$ cat src/rtl/picorv32_pcpi_issue.sv
// picorv32_pcpi_issue: issues one instruction at a time onto PCPI and returns the result or a trap on timeout
// Outputs decode from state or come from registers, so no pcpi_* input reaches an output combinationally.
module picorv32_pcpi_issue #(
    parameter int TIMEOUT_CYCLES = 16
) (
    input  logic        clk,
    input  logic        reset,
    input  logic        req_valid,
    output logic        req_ready,
    input  logic [31:0] req_insn,
    input  logic [31:0] req_rs1,
    input  logic [31:0] req_rs2,
    output logic        rsp_valid,
    input  logic        rsp_ready,
    output logic        rsp_wr,
    output logic [31:0] rsp_rd,
    output logic        rsp_trap,
    output logic        pcpi_valid,
    output logic [31:0] pcpi_insn,
    output logic [31:0] pcpi_rs1,
    output logic [31:0] pcpi_rs2,
    input  logic        pcpi_wr,
    input  logic [31:0] pcpi_rd,
    input  logic        pcpi_wait,
    input  logic        pcpi_ready
);
    typedef enum logic [1:0] {IDLE, ISSUE, RESP} state_t;

    state_t     state, state_nxt;
    logic [7:0] cnt;
    logic       accept, expired;

    always_comb begin
        accept    = state == IDLE && req_valid;
        expired   = !pcpi_wait && cnt == 8'(TIMEOUT_CYCLES - 1);
        state_nxt = state;
        case (state)
            IDLE:    state_nxt = req_valid ? ISSUE : IDLE;
            ISSUE:   state_nxt = (pcpi_ready || expired) ? RESP : ISSUE;
            RESP:    state_nxt = rsp_ready ? IDLE : RESP;
            default: state_nxt = IDLE;
        endcase
    end

    // reset gates req_ready so the core sees no acceptance while reset is held
    assign req_ready  = state == IDLE && !reset;
    assign pcpi_valid = state == ISSUE;
    assign rsp_valid  = state == RESP;

    always_ff @(posedge clk or posedge reset)
        if (reset) state <= IDLE;
        else       state <= state_nxt;

    always_ff @(posedge clk or posedge reset) begin
        if (reset) begin
            cnt       <= '0;
            pcpi_insn <= '0;
            pcpi_rs1  <= '0;
            pcpi_rs2  <= '0;
            rsp_wr    <= 1'b0;
            rsp_rd    <= '0;
            rsp_trap  <= 1'b0;
        end else if (accept) begin
            cnt       <= '0;
            pcpi_insn <= req_insn;
            pcpi_rs1  <= req_rs1;
            pcpi_rs2  <= req_rs2;
        end else if (state == ISSUE) begin
            if (pcpi_ready) begin
                rsp_wr   <= pcpi_wr;
                rsp_rd   <= pcpi_rd;
                rsp_trap <= 1'b0;
            end else if (pcpi_wait) begin
                cnt <= '0;
            end else if (expired) begin
                rsp_wr   <= 1'b0;
                rsp_rd   <= '0;
                rsp_trap <= 1'b1;
            end else begin
                cnt <= cnt + 8'd1;
            end
        end
    end
endmodule

$ cat config.mk
export PLATFORM = sky130hd
export DESIGN_NAME = picorv32_pcpi_issue
export DESIGN_NICKNAME = d
export VERILOG_FILES = /design/src/rtl/picorv32_pcpi_issue.sv
export SDC_FILE = /design/constraint.sdc
export NUM_CORES = 1
export LEC_CHECK = 0
export CORE_MARGIN = 3
export CORE_UTILIZATION = 37
export CTS_CLUSTER_SIZE = 40
export DETAILED_ROUTE_END_ITERATION = 8
export PLACE_DENSITY = 0.77
export SKIP_LAST_GASP = 1
export SYNTH_ARGS = -nofsm -noshare
export SYNTH_HDL_FRONTEND = slang
export SYNTH_SLANG_ARGS = --single-unit
$ cat constraint.sdc
create_clock -name clk -period 4.8 [get_ports clk]
set_input_delay 0.96 -clock clk [delete_from_list [all_inputs] [get_ports clk]]
set_output_delay 0.96 -clock clk [all_outputs]
set_load 0.005 [all_outputs]
* Word-level counts from Yosys, hierarchy flattened
Index checks and enable logic that the tools add are counted.
** Word-level totals
- Word-level logic and storage cells :: 45
- Register bits :: 140
- Input bits :: 135
- Output and inout port bits :: 133
** Operators by class
- $add $sub $neg :: 1
- Bitwise logic cells :: 1
- Reductions and logical operators :: 11
- Multiplexer cells :: 18
- Eq/ne operators :: 6
** Operator list (count)
- $mux 32 :: 3
- $mux 8 :: 5
- $add 8x1->8 const B :: 1
- $eq 8x4->1 const B :: 1
- $mux 1 :: 7
- $pmux 2 s3 :: 1
- $mux 2 :: 2
- $ne 2x1->1 const B :: 2
- $reduce_and 4->1 :: 1
- $reduce_bool 2->1 :: 2
- $logic_and 1x1->1 :: 3
- $ne 3x3->1 const B :: 1
- $reduce_and 3->1 :: 1
- $eq 2x1->1 const B :: 1
- $eq 2x2->1 const B :: 1
- $logic_not 1->1 :: 2
- $logic_not 2->1 :: 1
- $logic_or 1x1->1 :: 1
- $not 1->1 :: 1

* Longest topological paths before layout
- Depth after elaboration :: 7
- Gate-level depth with buffers :: 6

* Worst setup path before layout
OpenSTA, ideal clock, no wires.
- Path type :: input port to flip-flop
- Start point :: in req_valid
- End point :: reg pcpi_rs2[15]
- Data required time :: 4675 ps
- Stages on the path :: 5
- Setup slack :: 2674 ps
- Library setup time :: 125 ps
- Data arrival time :: 2001 ps
- Cell sequence :: nor3b_1 -> buf_2 -> buf_4 -> buf_2 -> mux2_2
** Between the ends
- Word-level cells in the longest chain between the ends :: 1
** Ends and longest elaborated chain
- from (decl) :: RTL line 8 : input logic req_valid,
- $logic_and 1x1->1 :: RTL line 34 : accept = state == IDLE && req_valid;
- to (signal assigned) :: RTL line 67 : pcpi_rs2 <= req_rs2;
- to (decl) :: RTL line 21 : output logic [31:0] pcpi_rs2,
Every way passes these cells.
A chain may end at the register's enable or synchronous reset.

* Worst setup path in the final report
- Start point :: in reset
- End point :: out req_ready
** Between the ends
- Word-level cells in the longest chain between the ends :: 2
** Ends and longest elaborated chain
- from (decl) :: RTL line 7 : input logic reset,
- $logic_not 1->1 (no line)
- $logic_and 1x1->1 :: RTL line 46 : assign req_ready = state == IDLE && !reset;
- to (decl) :: RTL line 9 : output logic req_ready,
Every way passes these cells.

==> results.json <==
{
  "relSlewSlack_pct": 33.5,
  "p_leak_nw": 3.76,
  "netlist_area_um2": 5500,
  "cts_resized": 0,
  "tritoncts": "done",
  "yosysWarnings": 0,
  "synth_flop_cell": "dfrtp_1",
  "synth-edff-count": 0,
  "routed_wl_mm": 15.0,
  "grtUsageTotal_pct": 18.2,
  "syn_to_final_growth_pct": 62.6,
  "crit_family": "buffers and inverters",
  "path_cells": "clkdlybuf4s50_1, nor3_1, clkdlybuf4s50_1",
  "p_per_area_nw_per_um2": 633,
  "ys_seq_area_share_pct": 63.7,
  "synth_most_common_cell": "dfrtp_1",
  "clk_latency_ns": 0.41,
  "ioPinCount": 268,
  "fmaxAchievable_mhz": 322,
  "critPathLaunchType": "input port",
  "path_class": "in -> out",
  "hold_violations": 0,
  "numCtsBuffers": 17,
  "diodes": 0,
  "syn-num-nets": 543,
  "vias": 4222,
  "worstPathArrival_ns": 2.14,
  "detail-route-antenna-nets": 0,
  "fin_total_pwr_w": 0.00566,
  "worst_ir_drop_vdd_mv": 0.429,
  "cp.required_ns": 3.84,
  "cp_slowest_cell": "clkdlybuf4s50_1",
  "cts.sinks": 140,
  "ys_types": 33,
  "vias_per_cell": 4.86,
  "wl_met1_mm": 5.70,
  "synth.area.top_cells": "dfrtp_1, mux2_2, o21ai_0",
  "h-tree-depth": 4,
  "wl_per_cell_um": 17.2,
  "r2r-end": "pcpi_rs1[10]",
  "route.met2.wl_mm": 7.36,
  "globalplace.congestion": 0.809,
  "maxCapViolCount": 0,
  "r2r_slack_ns": 2.76,
  "drt_pre_antenna_iters": 4,
  "period_share_pct": 64.7,
  "netlist_top_cells_count": "dfrtp_1, mux2_2, o21ai_0",
  "cts_root_buf": "clkbuf_16",
  "grt_max_degree": 112,
  "fin_nets": 812,
  "yosysTopAreaCellShare_pct": 63.7,
  "status": "finished clean",
  "cts_hold_buf": 0,
  "routed.top_layer": "met4",
  "end_kind": "output port",
  "skew_ns": 0.00746,
  "wl_met3_mm": 1.42,
  "crit_buf_inv": 2,
  "synth_top_area_cell": "dfrtp_1",
  "synth_area_per_cell_um2": 13.5,
  "grt_pass1_vias": 4512,
  "drc": 0,
  "cts.clk_slew.worst_paths_ns": 0.06,
  "rsz0062_at_grt": "no",
  "hold_path_depth": 2,
  "cpPeakStageDelay_ns": 0.53,
  "io_buffers": 267,
  "grt_pass1_wl_mm": 23.4,
  "worstMarginPinSlew_ns": 0.997,
  "path_common_cell": "clkdlybuf4s50_1",
  "ys_seq_elements": 140,
  "min_to": "rsp_rd[31]",
  "fin_tns_setup_ns": 0,
  "synthArstFlopShare_pct": 100,
  "regToRegStartpoint": "state[0]",
  "final_layout_size_suffix_gt1_share_pct": 21.4,
  "post_cts_buffers": 0,
  "dp_hpwl_mm": 10.9,
  "die_w_um": 128,
  "fp.coreArea_um2": 14200,
  "setup_violations": 0,
  "clock_path_buffers": 2,
  "initial_utilization_pct": 38.7,
  "path_max_fanout": 2,
  "hold_path_class": "reg -> reg",
  "reg2reg_depth": 3,
  "drt_iter0_drc": 150,
  "dieHeight_um": 128,
  "grt-ovfl-total": 0,
  "drv_slew": 0,
  "placementRows": 43,
  "antenna_found_initial": 0,
  "fp.dieArea_um2": 16400,
  "holdCritStartpoint": "rsp_rd[31]",
  "period_needed_ns": 3.10,
  "synthCells": 407
}
[registers in the layout, summed over array words and instances, names as in the netlist]
register / flops
rsp_rd: 32
pcpi_rs1: 32
rsp_trap: 1
cnt: 8
state: 2
pcpi_rs2: 32
rsp_wr: 1
pcpi_insn: 32
[area by class of cell]
class / count / area (um^2)
Sequential cell: 140 / 3500
Fill cell: 1081 / 5260
Clock inverter: 10 / 115
Tap cell: 180 / 225
Multi-Input combinational cell: 236 / 1870
Clock buffer: 21 / 470
Inverter: 6 / 27.5
Timing Repair Buffer: 275 / 2730
[worst reg2reg max path: stages, from the launching register on]
cell     delay, ns
dfrtp_1       0.41
nor3b_2       0.23
buf_4         0.75
mux2_2        0.53
[stage by stage]
step | setup WS (ns) | cell area (um^2) | utilization, % | cells | hold slack [ns]
after floorplan | 0.0871 | 5500 | - | 407 | 0.490
after global placement | 1.67 | 8350 | 58.8 | 837 | 0.481
after detailed placement | 1.68 | 8350 | 58.8 | 837 | 0.488
after CTS | 1.68 | 8940 | 62.9 | 868 | 0.501
after global routing | 1.64 | 8940 | 62.9 | 868 | 0.514
final | 1.70 | 8940 | 62.9 | 868 | 0.497
[metal layers]
layer | global-route usage [%] | vias to the layer above
li1 | - | 1975
met1 | 20.4 | 2012
met2 | 30.6 | 201
met3 | 7.04 | 34
met4 | 8.05 | 0
met5 | 0 | -
[kinds of logic after synthesis]
group	synth area share, %
flops	63.7
mux	19.9
compound gates	5.64
simple gates	8.10
fa+ha+maj	0.227
buf+inv	2.46
[report_power, final]
| part | total (W) | internal (W) | switching, W | leakage, nW |
|---|---|---|---|---|
| registers | 0.00203 | 0.00175 | 0.000288 | 1.68 |
| logic | 0.00235 | 0.00153 | 0.000815 | 1.80 |
| clock network | 0.00128 | 0.000802 | 0.000477 | 0.281 |
[layout by cell type (no fill, tap or decap), types with 2 or more instances in the layout]
cell type        instances
nand3_1                 36
clkdlybuf4s50_1        267
and3_2                   2
inv_6                    2
and3_1                   2
or3_1                    2
clkbuf_16               17
nand2_1                 34
o21ai_0                 38
buf_4                    8
clkinv_2                 3
clkbuf_8                 3
inv_1                    4
nor3b_2                  2
a31oi_1                  2
nor2_1                   3
a21oi_1                  2
clkinvlp_4               3
mux2_2                  97
bufinv_16                2
dfrtp_1                140
nor2b_1                  2
[how the worst max path moves through the flow]
stage                from  cells after the start         to  slack, ns
finish              reset                      3  req_ready       1.70
global route        reset                      3  req_ready       1.64
CTS                 reset                      3  req_ready       1.68
detailed placement  reset                      3  req_ready       1.68
global placement    reset                      3  req_ready       1.67
floorplan           reset                      1     cnt[0]       0.09
No activity file was read; power rests on OpenSTA's default activity.
